`config.mk`:
```
export PLATFORM = sky130hd
export DESIGN_NAME = expr_eval_flat
export DESIGN_NICKNAME = d
export VERILOG_FILES = /design/src/rtl/expr_eval_pkg.sv /design/src/rtl/expr_eval_if.sv /design/src/rtl/expr_char_dec.sv /design/src/rtl/expr_eval.sv /design/src/flat_wrapper.sv
export SDC_FILE = /design/constraint.sdc
export NUM_CORES = 1
export LEC_CHECK = 0
export ABC_AREA = 1
export CAP_MARGIN = 5
export CORE_MARGIN = 3
export CORE_UTILIZATION = 65
export DETAILED_ROUTE_END_ITERATION = 8
export PLACE_DENSITY = 0.87
export SLEW_MARGIN = 10
export SYNTH_ARGS = -nofsm -noshare
export SYNTH_HDL_FRONTEND = slang
export SYNTH_SLANG_ARGS = --single-unit
```
`constraint.sdc`:
```
create_clock -name clk -period 6.35 [get_ports clk]
set_input_delay 0.635 -clock clk [delete_from_list [all_inputs] [get_ports clk]]
set_output_delay 0.635 -clock clk [all_outputs]
set_load 0.1 [all_outputs]
```
`src/rtl/expr_eval_pkg.sv`:
```
// Shared definitions for the ASCII expression recognizer/evaluator family:
// FSM state codes, operator codes and the character constants both blocks decode.
package expr_eval_pkg;

  typedef enum logic [1:0] {
    S_START = 2'd0,
    S_NUM   = 2'd1,
    S_OP    = 2'd2,
    S_ERR   = 2'd3
  } state_t;

  typedef enum logic {
    ADD = 1'b0,
    MUL = 1'b1
  } op_t;

  localparam logic [7:0] CH_0    = 8'h30;  // "0"
  localparam logic [7:0] CH_9    = 8'h39;  // "9"
  localparam logic [7:0] CH_PLUS = 8'h2B;  // "+"
  localparam logic [7:0] CH_MUL  = 8'h2A;  // "*"

endpackage

```
`src/rtl/expr_eval_if.sv`:
```
// Byte-stream bus shared by the recognizer and evaluator, plus the evaluator's
// result outputs. The ovf signal exists only when EXPR_OVF_EN is defined.
interface expr_eval_if #(
  parameter int W = 16
);
  logic         in_valid;
  logic [7:0]   in;
  logic [W-1:0] result;
  logic         legal;
`ifdef EXPR_OVF_EN
  logic         ovf;

  modport master (output in_valid, in, input result, legal, ovf);
  modport slave  (input in_valid, in, output result, legal, ovf);
`else
  modport master (output in_valid, in, input result, legal);
  modport slave  (input in_valid, in, output result, legal);
`endif
endinterface

```
`src/rtl/expr_char_dec.sv`:
```
// Classifies one ASCII character as digit / plus / multiply and extracts the
// digit value. Purely combinational.
module expr_char_dec
  import expr_eval_pkg::*;
(
  input  logic [7:0] in,
  output logic       is_digit,
  output logic       is_plus,
  output logic       is_mul,
  output logic [3:0] value
);

  assign is_digit = (in >= CH_0) && (in <= CH_9);
  assign is_plus  = (in == CH_PLUS);
  assign is_mul   = (in == CH_MUL);
  // ASCII digits 0x30..0x39 carry their value in the low nibble.
  assign value    = is_digit ? in[3:0] : 4'd0;

endmodule

```
`src/rtl/expr_eval.sv`:
```
// On-the-fly evaluator for "digit (op digit)*" streams with '*' binding tighter
// than '+'. Optional sticky overflow flag when EXPR_OVF_EN is defined.
module expr_eval
  import expr_eval_pkg::*;
#(
  parameter int W = 16
) (
  input  logic        clk,
  input  logic        clr,
  expr_eval_if.slave  bus
);

  logic         is_digit, is_plus, is_mul;
  logic [3:0]   value;
  logic [W-1:0] value_w;

  state_t       state, state_nx;
  op_t          last_op, last_op_nx;
  logic [W-1:0] sum, sum_nx;
  logic [W-1:0] term, term_nx;
  logic [W-1:0] sum_term;
  logic [W-1:0] prod;

  expr_char_dec u_dec (
    .in       (bus.in),
    .is_digit (is_digit),
    .is_plus  (is_plus),
    .is_mul   (is_mul),
    .value    (value)
  );

  assign value_w = {{(W-4){1'b0}}, value};

`ifdef EXPR_OVF_EN
  logic         ovf, ovf_nx;
  logic [W:0]   sum_term_x;
  logic [2*W-1:0] prod_x;

  // Full-precision copies so the carry / upper product half reveal wrap-around.
  assign sum_term_x = {1'b0, sum} + {1'b0, term};
  assign prod_x     = {{W{1'b0}}, term} * {{(2*W-4){1'b0}}, value};
  assign sum_term   = sum_term_x[W-1:0];
  assign prod       = prod_x[W-1:0];

  always_comb begin
    ovf_nx = ovf;
    if (bus.in_valid) begin
      if (state == S_NUM && sum_term_x[W])
        ovf_nx = 1'b1;
      if (state == S_OP && is_digit && last_op == MUL && (|prod_x[2*W-1:W]))
        ovf_nx = 1'b1;
    end
  end

  always_ff @(posedge clk) begin
    if (!clr) ovf <= 1'b0;
    else      ovf <= ovf_nx;
  end

  assign bus.ovf = ovf;
`else
  assign sum_term = sum + term;
  assign prod     = term * value_w;
`endif

  // NOTE: every variable gets its hold value first, so no path through the
  // case statement can leave one unassigned and infer a latch.
  always_comb begin
    state_nx   = state;
    sum_nx     = sum;
    term_nx    = term;
    last_op_nx = last_op;
    if (bus.in_valid) begin
      unique case (state)
        S_START: begin
          if (is_digit) begin
            term_nx  = value_w;
            sum_nx   = '0;
            state_nx = S_NUM;
          end else begin
            state_nx = S_ERR;
          end
        end
        S_NUM: begin
          if (is_plus) begin
            sum_nx     = sum_term;
            last_op_nx = ADD;
            state_nx   = S_OP;
          end else if (is_mul) begin
            last_op_nx = MUL;
            state_nx   = S_OP;
          end else begin
            state_nx = S_ERR;
          end
        end
        S_OP: begin
          if (is_digit) begin
            term_nx  = (last_op == MUL) ? prod : value_w;
            state_nx = S_NUM;
          end else begin
            state_nx = S_ERR;
          end
        end
        S_ERR: state_nx = S_ERR;
        default: state_nx = S_ERR;
      endcase
    end
  end

  // NOTE: reset is synchronous (sampled on the clock edge) and all state uses
  // non-blocking assignments so every register updates from pre-edge values.
  always_ff @(posedge clk) begin
    if (!clr) begin
      state   <= S_START;
      sum     <= '0;
      term    <= '0;
      last_op <= ADD;
    end else begin
      state   <= state_nx;
      sum     <= sum_nx;
      term    <= term_nx;
      last_op <= last_op_nx;
    end
  end

  assign bus.legal  = (state == S_NUM);
  assign bus.result = (state == S_NUM) ? sum_term : '0;

endmodule

```
`src/flat_wrapper.sv`:
```
// flat-port wrapper written by rule: the top's interface ports become plain ports
module expr_eval_flat import expr_eval_pkg::*;
#(
  parameter int W = 16
)
  (clk, clr, bus_in_valid, bus_in, bus_result, bus_legal);
  expr_eval_if #(.W(W)) bus_i ();
  input  logic clk;
  input  logic clr;
  input wire logic [$bits(bus_i.in_valid)-1:0] bus_in_valid;
  input wire logic [$bits(bus_i.in)-1:0] bus_in;
  output wire logic [$bits(bus_i.result)-1:0] bus_result;
  output wire logic [$bits(bus_i.legal)-1:0] bus_legal;
  assign bus_i.in_valid = bus_in_valid;
  assign bus_i.in = bus_in;
  assign bus_result = bus_i.result;
  assign bus_legal = bus_i.legal;
  expr_eval #(.W(W)) u_core (.clk(clk), .clr(clr), .bus(bus_i));
endmodule
```
[Word-level counts from Yosys, hierarchy flattened]
Index checks and enable logic that the tools add are counted.
Operators by class
  add/sub/neg operators: 1
  multiply operators: 1
  divide/modulo/power cells: 0
  order comparisons: 2
  eq/ne operators: 8
  shift operators: 0
  muxes and demuxes: 15
  bitwise logic cells: 0
  reductions and logical operators: 9
Operators by type and width (count)
  16-bit 2-to-1 mux: 6
  16-bit case mux with 2 select lines: 2
  16-bit adder: 1
  8-bit by 6-bit == test with 1-bit output (second input constant): 2
  16-bit by 4-bit multiplier with 16-bit output: 1
  8-bit by 6-bit >= comparator with 1-bit output (second input constant): 1
  8-bit by 6-bit <= comparator with 1-bit output (second input constant): 1
  4-bit AND reduction: 2
  2-bit case mux with 3 select lines: 1
  2-bit nonzero test: 3
  2-bit == test (second input constant): 2
  2-bit 2-to-1 mux: 2
  4-bit 2-to-1 mux: 1
  2-bit inequality test (second input constant): 2
  1-bit 2-to-1 mux: 3
  3-bit AND reduction: 1
  2-bit by 1-bit == test with 1-bit output (second input constant): 1
  2-bit logical NOT: 1
  2-bit by 1-bit inequality test with 1-bit output (second input constant): 1
  2-bit OR reduction: 1
  1-bit logical AND: 1
Storage, ports and cells
  flip-flop bits (word level): 35
  bits in latches: 0
  bits in writable memories: 0
  memory bits (read-only): 0
  input bits: 11
  output and inout bits: 17
  word-level logic and storage cells: 40
  memories kept: 0

[Logic depth before layout (Yosys ltp)]
  word-level depth: 7
  mapped depth: 24

[Modules after synthesis]
Synthesis repeated with hierarchy kept, for this count alone.
Second synthesis, totals
  cell total of the unflattened synthesis: 696
  area, all modules: 4185.3 µm²
By module, submodules not included
  expr_eval: times used 1, cells an instance 673, area an instance 4071.4 µm²
  expr_char_dec: times used 1, cells an instance 23, area an instance 113.9 µm²

[Least setup slack after synthesis]
OpenSTA, ideal clock, no wires.
  path kind: in2reg
  start: input port bus_in[3]
  end: register u_core.term[9]
  arrival: 3686 ps
  required time: 6228 ps
  setup slack: 2542 ps
  stages: 20
  cell sequence: inv_1 nor2_1 nor2_4 inv_1 nor2_1 inv_1 clkbuf_1 nor2_1 fa_1 inv_1 fa_1 inv_1 ha_1 a21oi_1 o21ai_0 a21o_1 a21oi_1 nand2_1 nand2_1 o21ai_0
Between the ends
  longest elaborated chain between the ends: 7
  elaborated cells on any way between the ends: 11
RTL lines
  start, declared: RTL line flat_wrapper.sv:11  | input wire logic [$bits(bus_i.in)-1:0] bus_in;
  8-bit by 6-bit >= comparator with 1-bit output or 8-bit by 6-bit <= comparator with 1-bit output (tied branches): RTL line expr_char_dec.sv:13  | assign is_digit = (in >= CH_0) && (in <= CH_9);
  1-bit logical AND: RTL line expr_char_dec.sv:13
  4-bit 2-to-1 mux: RTL line expr_char_dec.sv:17  | assign value = is_digit ? in[3:0] : 4'd0;
  16-bit by 4-bit multiplier with 16-bit output: RTL line expr_eval.sv:63  | assign prod = term * value_w;
  16-bit 2-to-1 mux: RTL line expr_eval.sv:98  | term_nx = (last_op == MUL) ? prod : value_w;
  16-bit 2-to-1 mux: RTL line expr_eval.sv:97  | if (is_digit) begin
  16-bit case mux with 2 select lines: RTL line expr_eval.sv:74  | unique case (state)
  end signal, assigned: RTL line expr_eval.sv:121  | term <= term_nx;
  end, declared: RTL line expr_eval.sv:20  | logic [W-1:0] term, term_nx;
Several ways; a longest one is shown, not always the timed one. The select of a mux whose other input is x is not followed.
A chain may end at the register's enable or synchronous reset.

[Final worst setup path]
  start: input port bus_in[1]
  end: register u_core.term[9]
The elaborated chain is that of the path after synthesis.

==> results.cfg <==
[outcome]
status = finished, final reports clean

[global_routing]
antenna_found_initial = 0
first_global_vias = 3546
grt_pass1_wl_mm = 16.24
overflow = 0
track_usage_pct = 31.16
grt_start_max_net_pins = 22

[timing]
finalSetupViolCount = 0
clock_skew_ns = 0.007319
hold_violations = 0
drv_slew = 0
fmax_mhz = 220.9
fin_crit_ns = 4.526
tightestPinTransition_ns = 0.9885
maxSlewHeadroom_pct = 33.90
rsz0062_at_grt = no
setup_tns_ns = 0
fin_crit_sh_pct = 71.28

[critical_path]
worstSetupPathType = primary input to flip-flop
cp-start-kind = primary input
critPathArrivalTime_ns = 4.70
cpPeakStageDelay_ns = 0.51
critical_path.top_delay_family = buffers and inverters
path_buf_inv = 5
cp.required_ns = 6.52
critical_path.max_fanout = 10
crit_chain = clkdlybuf4s50_1, nor2_2, nor2_1, nor2_4, inv_1, nor2_1, clkinv_1, nor2_1, fa_1, inv_1, fa_1, inv_1, ha_1, a21oi_1, o21ai_0, a21o_1, a21oi_1, nand2_1, nand2_1, o21ai_0
setup.worst_path.end_class = flip-flop
cp_slowest_cell = clkdlybuf4s50_1

[drt]
postRouteAntennaNets = 0
drt-initial-drc-count = 354
vias = 3905
firstDrtPassIters = 5
routedWlPerCell_um = 14.68
drc = 0
avgViaCountPerCell = 5.726
wirelength_mm = 10.02

[synthesis]
synth_simple_gate_area_share_pct = 26.96
syn_avg_cell_area_um2 = 6.535
yosys.area_share.adder_pct = 23.84
netlist_instances = 583
yosysTopAreaCell = dfxtp_1
synth_top_cell_area_share_pct = 18.39
synthTopCellsByArea = dfxtp_1 (18%), fa_1 (14%), inv_1 (11%), nand2_1 (11%), ha_1 (10%)
yosys_most_used_dff = dfxtp_1
synth-edff-count = 0
synthMuxAreaShare_pct = 0
synth.ff_latch_count = 35
syn_area_um2 = 3810
ys_top_cells_by_count = inv_1 (115), nand2_1 (115), nor2_1 (72)
postSynth.asyncResetShare_pct = 0
yosys_warnings = 0
synth_xor_area_share_pct = 1.149
synth_compound_area_share_pct = 16.65
synth_top_family_by_area = simple AND/OR/NAND/NOR gates
ys_seq_area_share_pct = 18.39
syn_nets = 651
synthDistinctLibCells = 38

[min_path]
hp-class = flip-flop to flip-flop

[pwr]
leakage_nw = 2.082
ir_drop_mv = 0.08465
p_total_uw = 424.4
p_per_area_nw_per_um2 = 100.8

[cells_and_area]
antennaDiodeCount = 0
nets = 677
n_fill_cell = 459
area_growth_pct = 10.54
post_route_cells_drive_above_1_share_pct = 2.787

[clock_network]
clockRootBuffer = clkbuf_8
hold_buffers = 0
numCtsBuffers = 5
cts_tree = yes
worstSkewPairLatency_ns = 0.30
htree_levels = 2
clk_pin_slew_ns = 0.08
clock_sinks = 35
cts-resized-gates = 0
post_cts_buffers = 0
clock_path_buffers = 2

[place]
hpwl_mm = 8.119
io_buffers = 27
place_congestion = 0.9206

[floorplanning]
die_area_um2 = 6816
core_um2 = 5574
initial_core_util_pct = 68.35
chipHeight_um = 82.56
io_pins = 28
die_w_um = 82.56
fp-row-count = 27

[run]
max-cap-violations = 0
worst register-to-register path, delay by kind of cell (launching register included):
family	cells	cell delay (ns)
flip-flops	1	0.34
AND/OR/NAND/NOR	7	0.61
AO/OA/AOI/OAI	2	0.46
adder cells (fa/ha/maj)	3	1.45
buffers and inverters	3	0.24
path summary, 6_finish.rpt:
| kind | startpoint | end | slack (ns) | cells after the start |
|---|---|---|---|---|
| setup / recovery | bus_in[1] | u_core.term[9] | 1.82 | 20 |
| hold / removal | u_core.sum[7] | u_core.sum[7] | 0.48 | 2 |
| setup reg to reg | u_core.term[2] | u_core.term[15] | 3.14 | 15 |
| hold reg to reg | u_core.sum[7] | u_core.sum[7] | 0.48 | 2 |
cell type report:
class	instances	area (µm²)	share of cell area, %
clock buffers	6	72.57	1.723
repair buffers	28	277.8	6.595
clock inverters	2	12.51	0.2971
inverters	118	444.2	10.55
flip-flops and latches	35	700.7	16.64
well taps	72	90.09	2.139
multi-input cells	421	2614	62.06
placed cells by master (no fill, tap or decap), types with 3 or more instances in the layout:
master and n:
a21o_1 4, a21oi_1 58, clkbuf_8 5, clkdlybuf4s50_1 27
dfxtp_1 35, fa_1 26, ha_1 31, inv_1 115
nand2_1 115, nand3_1 33, nand4_1 10, nor2_1 72
o21ai_0 36, o21ai_1 6, o22ai_1 3, xnor2_1 4
metrics by stage:
| stage | util [%] | hold WS (ns) | setup WS, ns | area (µm²) | std cells |
|---|---|---|---|---|---|
| after floorplan | - | 0.4436 | 2.542 | 3810 | 583 |
| after global placement | 74.03 | 0.4567 | 1.655 | 4126 | 674 |
| after detailed placement | 74.03 | 0.4615 | 1.555 | 4126 | 674 |
| after CTS | 75.56 | 0.4783 | 1.874 | 4212 | 682 |
| after global routing | 75.56 | 0.5166 | 1.462 | 4212 | 682 |
| final | 75.56 | 0.4752 | 1.824 | 4212 | 682 |
logic make-up after synthesis:
logic type,count (synthesis)
DFF,35
adders and majority gates,57
AOI/OAI and AO/OA,118
and+or+nand+nor,241
buffers and inverters,127
xor gates and xnor gates,5
sequential cells by signal (all words and copies together) (netlist names):
name            flops
u_core.state        2
u_core.term        16
u_core.last_op      1
u_core.sum         16
power by group:
part,total (mW),switching (mW),internal [mW]
logic,0.0352,0.0241,0.0111
registers,0.222,0.00133,0.221
clock network,0.167,0.0901,0.0768
total,0.424,0.116,0.309
routing by layer:
layer | GRT usage [%] | wire length [µm]
met5 | 0 | 0
met1 | 43.59 | 4615
met3 | 4.555 | 686
met4 | 9.314 | 228
met2 | 49.76 | 4485
Power figures use the tool's default switching activity.
